<file path="config.mk">
export PLATFORM = sky130hd
export DESIGN_NAME = iiq_issue_scheduler
export DESIGN_NICKNAME = d
export VERILOG_FILES = /design/src/rtl/iiq_pkg.sv /design/src/rtl/priority_onehot_sel.sv /design/src/rtl/iiq_issue_scheduler.sv
export SDC_FILE = /design/constraint.sdc
export NUM_CORES = 1
export LEC_CHECK = 0
export ABC_AREA = 1
export CAP_MARGIN = 20
export CORE_AREA = 2 2 367 369
export DETAILED_ROUTE_END_ITERATION = 7
export DIE_AREA = 0 0 369 371
export GPL_TIMING_DRIVEN = 0
export PLACE_DENSITY = 0.3
export SLEW_MARGIN = 10
export SYNTH_ARGS = -nofsm -noshare
export SYNTH_HDL_FRONTEND = slang
export SYNTH_SLANG_ARGS = --single-unit
</file>
<file path="constraint.sdc">
create_clock -name clk -period 2.1 [get_ports clk]
set_clock_uncertainty 0.05 [all_clocks]
set_input_delay 0.315 -clock clk [delete_from_list [all_inputs] [get_ports clk]]
set_output_delay 0.315 -clock clk [all_outputs]
set_load 0.02 [all_outputs]
</file>
<file path="src/rtl/iiq_pkg.sv">
// Shared types for the integer issue queue: entry layout and width defaults.
package iiq_pkg;

    localparam int TAG_WIDTH     = 5;
    localparam int PAYLOAD_WIDTH = 32;

    typedef struct packed {
        logic [PAYLOAD_WIDTH-1:0] payload;
        logic                     dst_valid;
        logic [TAG_WIDTH-1:0]     dst_tag;
        logic                     src2_ready;
        logic [TAG_WIDTH-1:0]     src2_tag;
        logic                     src1_ready;
        logic [TAG_WIDTH-1:0]     src1_tag;
    } iiq_entry_t;

endpackage

</file>
<file path="src/rtl/priority_onehot_sel.sv">
// Lowest-index-first one-hot picker; all zeros when nothing is requested.
module priority_onehot_sel #(
    parameter int WIDTH = 8
) (
    input  logic [WIDTH-1:0] req_i,
    output logic [WIDTH-1:0] gnt_o
);
    import iiq_pkg::*;

    // Two's-complement isolates the lowest set bit.
    assign gnt_o = req_i & (~req_i + WIDTH'(1));

endmodule

</file>
<file path="src/rtl/iiq_issue_scheduler.sv">
// Integer issue-queue consumer: CDB wakeup, oldest-ready select, one-deep issue register.
// Optional IIQ_SPEC_WAKEUP_EN adds a one-cycle self-wake from the op just dequeued.
`ifndef IIQ_N_ENTRIES
`define IIQ_N_ENTRIES 8
`endif
module iiq_issue_scheduler #(
    parameter int N_ENTRIES     = `IIQ_N_ENTRIES,
    parameter int TAG_WIDTH     = iiq_pkg::TAG_WIDTH,
    parameter int PAYLOAD_WIDTH = iiq_pkg::PAYLOAD_WIDTH,
    localparam int ENTRY_WIDTH  = PAYLOAD_WIDTH + 3*TAG_WIDTH + 3,
    localparam int CTR_WIDTH    = $clog2(N_ENTRIES) + 1
) (
    input  logic                             clk,
    input  logic                             rst_aL,
    input  logic                             flush,
    input  logic [N_ENTRIES*ENTRY_WIDTH-1:0] entry_douts,
    input  logic [CTR_WIDTH-1:0]             entry_count,
    output logic                             deq_ready,
    output logic [N_ENTRIES-1:0]             deq_sel_onehot,
    input  logic                             deq_valid,
    input  logic [ENTRY_WIDTH-1:0]           deq_data,
    output logic [N_ENTRIES-1:0]             wr_en,
    output logic [N_ENTRIES*ENTRY_WIDTH-1:0] wr_data,
    input  logic                             cdb_valid,
    input  logic [TAG_WIDTH-1:0]             cdb_tag,
    output logic                             iss_valid,
    input  logic                             iss_ready,
    output logic [ENTRY_WIDTH-1:0]           iss_data
);
    import iiq_pkg::*;

    // Field positions matching iiq_entry_t, kept parametric in the tag width.
    localparam int S1T = 0;
    localparam int S1R = TAG_WIDTH;
    localparam int S2T = TAG_WIDTH + 1;
    localparam int S2R = 2*TAG_WIDTH + 1;
    localparam int DT  = 2*TAG_WIDTH + 2;
    localparam int DV  = 3*TAG_WIDTH + 2;

    logic [N_ENTRIES-1:0]   rdy;
    logic [N_ENTRIES-1:0]   sel_raw;
    logic                   can_load;
    logic                   deq_fire;
    logic                   iss_valid_q, iss_valid_d;
    logic [ENTRY_WIDTH-1:0] iss_data_q, iss_data_d;

`ifdef IIQ_SPEC_WAKEUP_EN
    logic                 self_valid_q, self_valid_d;
    logic [TAG_WIDTH-1:0] self_tag_q, self_tag_d;
`endif

    for (genvar gi = 0; gi < N_ENTRIES; gi++) begin : g_ent
        logic [ENTRY_WIDTH-1:0] e, w;
        logic [TAG_WIDTH-1:0]   t1, t2;
        logic                   r1, r2, m1, m2, in_q;

        assign e    = entry_douts[gi*ENTRY_WIDTH +: ENTRY_WIDTH];
        assign t1   = e[S1T +: TAG_WIDTH];
        assign t2   = e[S2T +: TAG_WIDTH];
        assign r1   = e[S1R];
        assign r2   = e[S2R];
        assign in_q = CTR_WIDTH'(gi) < entry_count;
`ifdef IIQ_SPEC_WAKEUP_EN
        assign m1 = (cdb_valid && cdb_tag == t1) || (self_valid_q && self_tag_q == t1);
        assign m2 = (cdb_valid && cdb_tag == t2) || (self_valid_q && self_tag_q == t2);
`else
        assign m1 = cdb_valid && cdb_tag == t1;
        assign m2 = cdb_valid && cdb_tag == t2;
`endif
        assign rdy[gi]   = in_q & (r1 | m1) & (r2 | m2);
        // An entry leaving this cycle must not be rewritten behind the shift.
        assign wr_en[gi] = in_q & ((m1 & ~r1) | (m2 & ~r2)) & ~deq_sel_onehot[gi];

        always_comb begin
            w      = e;
            w[S1R] = r1 | m1;
            w[S2R] = r2 | m2;
        end
        assign wr_data[gi*ENTRY_WIDTH +: ENTRY_WIDTH] = w;
    end

    priority_onehot_sel #(.WIDTH(N_ENTRIES)) u_sel (
        .req_i (rdy),
        .gnt_o (sel_raw)
    );

    assign can_load       = ~iss_valid_q | iss_ready;
    assign deq_ready      = can_load & ~flush;
    assign deq_sel_onehot = deq_ready ? sel_raw : '0;
    assign deq_fire       = deq_ready & deq_valid;

    always_comb begin
        iss_valid_d = iss_valid_q;
        iss_data_d  = iss_data_q;
        if (flush) begin
            iss_valid_d = 1'b0;
        end else if (deq_fire) begin
            iss_valid_d      = 1'b1;
            iss_data_d       = deq_data;
            iss_data_d[S1R]  = 1'b1;
            iss_data_d[S2R]  = 1'b1;
        end else if (iss_ready) begin
            iss_valid_d = 1'b0;
        end
    end

`ifdef IIQ_SPEC_WAKEUP_EN
    // deq_fire already excludes flush, so the self-wake lives exactly one cycle.
    assign self_valid_d = deq_fire & deq_data[DV];
    assign self_tag_d   = deq_data[DT +: TAG_WIDTH];
`endif

    always_ff @(posedge clk or negedge rst_aL) begin
        if (!rst_aL) begin
            iss_valid_q  <= 1'b0;
            iss_data_q   <= '0;
`ifdef IIQ_SPEC_WAKEUP_EN
            self_valid_q <= 1'b0;
            self_tag_q   <= '0;
`endif
        end else begin
            iss_valid_q  <= iss_valid_d;
            iss_data_q   <= iss_data_d;
`ifdef IIQ_SPEC_WAKEUP_EN
            self_valid_q <= self_valid_d;
            self_tag_q   <= self_tag_d;
`endif
        end
    end

    assign iss_valid = iss_valid_q;
    assign iss_data  = iss_data_q;

endmodule

</file>
## Word-level counts from Yosys, hierarchy flattened

Index checks and enable logic that the tools add are counted.

- Register bits: 51
- Input bits: 465
- Output and inout port bits: 468
- Logic and storage cells: 152

- Add/subtract/negate cells: 1
- Magnitude comparators: 8
- Eq/ne operators: 16
- Muxes and demuxes: 4
- Bitwise gates (word level): 103
- Reduce and logical (&&, ||, !) cells: 18

Operators by type and width:

| cell | number |
|---|---|
| 5-bit equality test | 16 |
| 1-bit bitwise AND | 50 |
| 1-bit inverter | 26 |
| 1-bit bitwise OR | 25 |
| 1-bit logical AND | 16 |
| 3-bit by 4-bit < comparator with 1-bit output (first input constant) | 4 |
| 8-bit by 1-bit adder with 8-bit output (second input constant) | 1 |
| 8-bit bitwise AND | 1 |
| 1-bit by 4-bit < comparator with 1-bit output (first input constant) | 2 |
| 2-bit by 4-bit < comparator with 1-bit output (first input constant) | 2 |
| 8-bit two-way mux | 1 |
| 8-bit inverter | 1 |
| 1-bit two-way mux | 3 |
| 3-bit nonzero test | 1 |
| 2-bit AND reduction | 1 |

## Logic depth before layout (Yosys ltp)

- Word-level depth: 11
- Gate-level depth with buffers: 14
- Gate-level depth less buffers: 12

## Hierarchy

Synthesis repeated with hierarchy kept, for this count alone.

- Cells, all modules: 963
- Area total of the unflattened synthesis: 6,917.9 um^2

Modules (own cells, without submodules):

| module | times used | cells an instance | area each (um^2) | sequential area each (um^2) |
|---|---|---|---|---|
| iiq_issue_scheduler | 1 | 943 | 6,826.5 | 1,251.2 |
| priority_onehot_sel | 1 | 20 | 91.3 | 0.0 |

## Worst setup path after synthesis

Ideal clock, no wire load.

- Path type: input -> output
- Start: input port cdb_tag[0]
- End: output port wr_en[6]
- Data arrival time: 1.879 ns
- Required time: 1.735 ns
- Path slack: -0.144 ns
- Cell stages on the path: 13
- Buffers on the path: 2
- Cells stage by stage: buf_4 > inv_2 > buf_4 > nand2_1 > nand2_1 > nor2_1 > nand3_1 > nand2_1 > nand3_1 > inv_1 > nand4_1 > nor2_1 > nor2_1

- Word-level cells in the longest chain between the ends: 11
- Elaborated cells on any way between the ends: 66
- Classes of those cells: 1 x add/sub; 14 x eq/ne; 1 x mux; 36 x bitwise; 14 x reduce/logical

RTL lines:

| item | line | text |
|---|---|---|
| from (decl) | iiq_issue_scheduler.sv:25 | `input logic [TAG_WIDTH-1:0] cdb_tag,` |
| 5-bit equality test * | iiq_issue_scheduler.sv:67 | `assign m1 = cdb_valid && cdb_tag == t1;` |
| 1-bit logical AND * | iiq_issue_scheduler.sv:67 |  |
| 1-bit bitwise OR * | n/a |  |
| net wr_data[305] | iiq_issue_scheduler.sv:23 | `output logic [N_ENTRIES*ENTRY_WIDTH-1:0] wr_data,` |
| 1-bit bitwise AND * (2 in a row) | iiq_issue_scheduler.sv:70 | `assign rdy[gi] = in_q & (r1 \| m1) & (r2 \| m2);` |
| 8-bit inverter | priority_onehot_sel.sv:11 | `assign gnt_o = req_i & (~req_i + WIDTH'(1));` |
| 8-bit by 1-bit adder with 8-bit output | priority_onehot_sel.sv:11 |  |
| 8-bit bitwise AND * | priority_onehot_sel.sv:11 |  |
| 8-bit two-way mux * | iiq_issue_scheduler.sv:89 | `assign deq_sel_onehot = deq_ready ? sel_raw : '0;` |
| net deq_sel_onehot[6] | iiq_issue_scheduler.sv:19 | `output logic [N_ENTRIES-1:0] deq_sel_onehot,` |
| 1-bit inverter * | iiq_issue_scheduler.sv:72 | `assign wr_en[gi] = in_q & ((m1 & ~r1) \| (m2 & ~r2)) & ~deq_sel_onehot[gi];` |
| 1-bit bitwise AND * | iiq_issue_scheduler.sv:72 |  |
| to (decl) | iiq_issue_scheduler.sv:22 | `output logic [N_ENTRIES-1:0] wr_en,` |

The timed path passes the listed nets; every way through them passes the cells marked *.

## Worst setup path after layout

- Start: input port cdb_tag[1]
- End: output port deq_sel_onehot[4]

- Word-level cells in the longest chain between the ends: 9
- Elaborated cells on any way between the ends: 44
- Classes of those cells: 1 x add/sub; 10 x eq/ne; 1 x mux; 22 x bitwise; 10 x reduce/logical

RTL lines:

| item | line |
|---|---|
| 5-bit equality test | iiq_issue_scheduler.sv:67 |
| 1-bit logical AND | iiq_issue_scheduler.sv:67 |
| 1-bit bitwise OR | iiq_issue_scheduler.sv:70 |
| 1-bit bitwise AND (2 in a row) | iiq_issue_scheduler.sv:70 |
| 8-bit inverter | priority_onehot_sel.sv:11 |
| 8-bit by 1-bit adder with 8-bit output | priority_onehot_sel.sv:11 |
| 8-bit bitwise AND * | priority_onehot_sel.sv:11 |
| 8-bit two-way mux * | iiq_issue_scheduler.sv:89 |
| to (decl) | iiq_issue_scheduler.sv:19 |

Every way passes the cells marked *; elsewhere a longest branch is shown, timed or not.

==> results.json <==
{
  "status": "finished, violations left",
  "violations": "negative hold slack, negative setup slack",
  "utilization_pct": 12.8,
  "seqPwrFrac_pct": 19.9,
  "core.rowCount": 134,
  "hpwl_um": 59500,
  "drv_slew": 0,
  "synth_area_sq_mm": 0.00670,
  "final_common_cell": "clkdlybuf4s50_1",
  "grt_max_degree": 51,
  "p_int_uw": 3640,
  "r2r_start": "iss_valid$_DFFE_PN0P_",
  "fillCellCount": 15400,
  "multi_input_area_sq_mm": 0.00281,
  "cts_tree": "built",
  "crit_chain": "buf_16, inv_12, buf_12, buf_6, nand2_2, nand2_1, nor2_1, nand3_1, nand2_2, nand3_4, nor2_4, nand3_4, buf_12, clkinv_4, buf_6",
  "hp-class": "in -> async",
  "hold_viol": 4,
  "synth_cell_types": 21,
  "postCtsHoldBufs": 0,
  "setup_violations": 15,
  "start_util_pct": 5.05,
  "clock_latency_ps": 300,
  "syn_to_final_growth_pct": 153,
  "die_x_um": 369,
  "p_leak_uw": 0.00737,
  "overflow": 0,
  "synthFlopType": "dfrtp_1",
  "route.detailed.drc": 0,
  "gp_congestion": 0.820,
  "clk_pin_slew_ps": 70,
  "syn_inst": 974,
  "viasPerCell": 2.40,
  "first_pass_iters": 4,
  "synth-seq-cells": 50,
  "synthTopCellsByArea": "buf_4, dfrtp_1, nand2_1, mux2_2, inv_1",
  "fp.dieH_um": 371,
  "slew_headroom_pct": 50.5,
  "drt_iter0_drc": 274,
  "yosysWarnings": 0,
  "max-cap-violations": 0,
  "routed_wl_um": 66100,
  "clock_path_buffers": 2,
  "power_density_mw_per_mm2": 360,
  "htreeDepth": 2,
  "clkSinkCount": 50,
  "drive_above_1_share_pct": 43.1,
  "cts-root-buf": "clkbuf_16",
  "r2r_end": "iss_data[47]$_DFFE_PN0P_",
  "synth_area_per_cell_sq_um": 6.88,
  "regArea_sq_mm": 0.00125,
  "crit_type": "in -> out",
  "rsz0062_at_grt": "true",
  "arrival_ps": 2050,
  "grt_pass1_wl_um": 81500,
  "synth-edff-count": 0,
  "critPathLaunch": "cdb_tag[1]",
  "die-area_sq_mm": 0.137,
  "numCtsBuffers": 5,
  "syn_nets": 1439,
  "tightest_slew_ps": 743,
  "rrSetupSlack_ps": 100,
  "p_sw_share_pct": 40.4,
  "postLayoutSetupSlackWorst_ps": -319,
  "combPwrFrac_pct": 65.8,
  "synth_top_area_share_pct": 43.8,
  "synth_async_sr_flop_share_pct": 100,
  "port_buffers": 623,
  "worst_path_largest_cell_delay_ps": 240,
  "p_clk_share_pct": 14.3,
  "cp_data_required_time_ps": 1740,
  "path_max_fanout": 8,
  "ios": 933,
  "reg2reg_depth": 6,
  "final.period_utilization_pct": 115,
  "final_cell_mix": "clkdlybuf4s50_1, buf_4, nand2_1",
  "ys_seq_area_share_pct": 18.7,
  "vias": 8277,
  "cp_top_family": "simple AND/OR/NAND/NOR gates",
  "first_global_vias": 8273,
  "ir_worst_vdd_mv": 0.442,
  "period_minus_slack_ps": 2420,
  "holdWs_ps": -2.96,
  "grt_antenna_before_repair": 23,
  "wl_per_cell_um": 19.1,
  "core_sq_mm": 0.133,
  "start_kind": "input port",
  "ant_nets": 0,
  "grtUsageTotal_pct": 9.06,
  "worst-path-buf-inv": 7,
  "slowest_stage": "nand3_4",
  "tns_ps": -2830,
  "yosys.area.top_type": "buf_4",
  "nets": 2136,
  "worst_setup_path_end_kind": "output pin",
  "max_freq_mhz": 413,
  "p_sw_uw": 2460
}
==> kinds of logic (layout without fill, tap and decap cells) <==
group | after synthesis | count (layout) | synth area share [%]
compound gates | 35 | 35 | 2.86
mux | 48 | 48 | 8.06
buf+inv | 506 | 1204 | 50.7
other cells | 0 | 14 | 0
simple gates | 335 | 335 | 19.7
flops | 50 | 50 | 18.7
==> power by group through the flow <==
stage | registers (uW) | logic (uW) | clock network, uW
after floorplan | 1410 | 1550 | 0
after global routing | 1240 | 4260 | 942
after CTS | 1220 | 4030 | 925
after global placement | 1230 | 3780 | 0
after detailed placement | 1230 | 3760 | 0
final | 1220 | 4020 | 872
==> synth_stat cells, types with 2 or more instances <==
cell type / n
a21oi_1: 8
and2_1: 4
buf_2: 8
buf_4: 391
buf_6: 3
clkbuf_1: 3
dfrtp_1: 50
inv_1: 97
inv_2: 4
mux2_2: 48
nand2_1: 224
nand3_1: 24
nand3_2: 3
nor2_1: 78
o21ai_0: 15
o21ai_1: 2
o22ai_1: 8
==> worst max-delay path by stage <==
stage,depth (start not counted),slack [ps],endpoint
6_report,15,-320,deq_sel_onehot[4]
5_1_grt,15,-350,wr_en[6]
4_1_cts,12,-310,wr_en[5]
3_5_place_dp,14,-2600,wr_en[4]
3_3_place_gp,14,-2620,wr_en[4]
2_1_floorplan,13,-50,wr_en[6]
==> what timing repair did <==
item                                    in CTS  in global routing
endpoints found under the setup margin      54                 47
resized for setup                          522                102
buffers inserted                            48                 18
pin swaps                                   73                 71
gates cloned                                 3                  0
==> metrics by stage <==
| step | std cells | setup slack (ps) | instance area (sq um) | power (uW) |
|---|---|---|---|---|
| finish | 3454 | -319 | 17000 | 6100 |
| global route | 3440 | -352 | 16900 | 6440 |
| CTS | 3425 | -311 | 16600 | 6170 |
| floorplan | 974 | -51.2 | 6720 | 2960 |
| global placement | 3365 | -2620 | 15200 | 5010 |
| detailed placement | 3366 | -2600 | 15200 | 4990 |
==> registers in the layout (all words and copies together), names as in the netlist <==
name       count
iss_data      49
iss_valid      1
==> per-layer routing <==
metal | vias up | part of all wire (%) | track usage [%]
li1 | 3970 | - | -
met5 | - | 0.25 | 0
met1 | 3783 | 44 | 11.9
met3 | 41 | 9.5 | 3.51
met2 | 457 | 45 | 14.2
met4 | 26 | 1.1 | 1.28
==> layout make-up <==
class,instances,area share (%)
Tap cell,1768,13.0
Buffer,405,18.9
Inverter,101,2.62
Sequential cell,50,7.38
Antenna cell,14,0.207
Clock inverter,2,0.0738
Multi-Input combinational cell,418,16.6
Clock buffer,6,0.819
Timing Repair Buffer,690,40.3
Power figures use the tool's default switching activity.
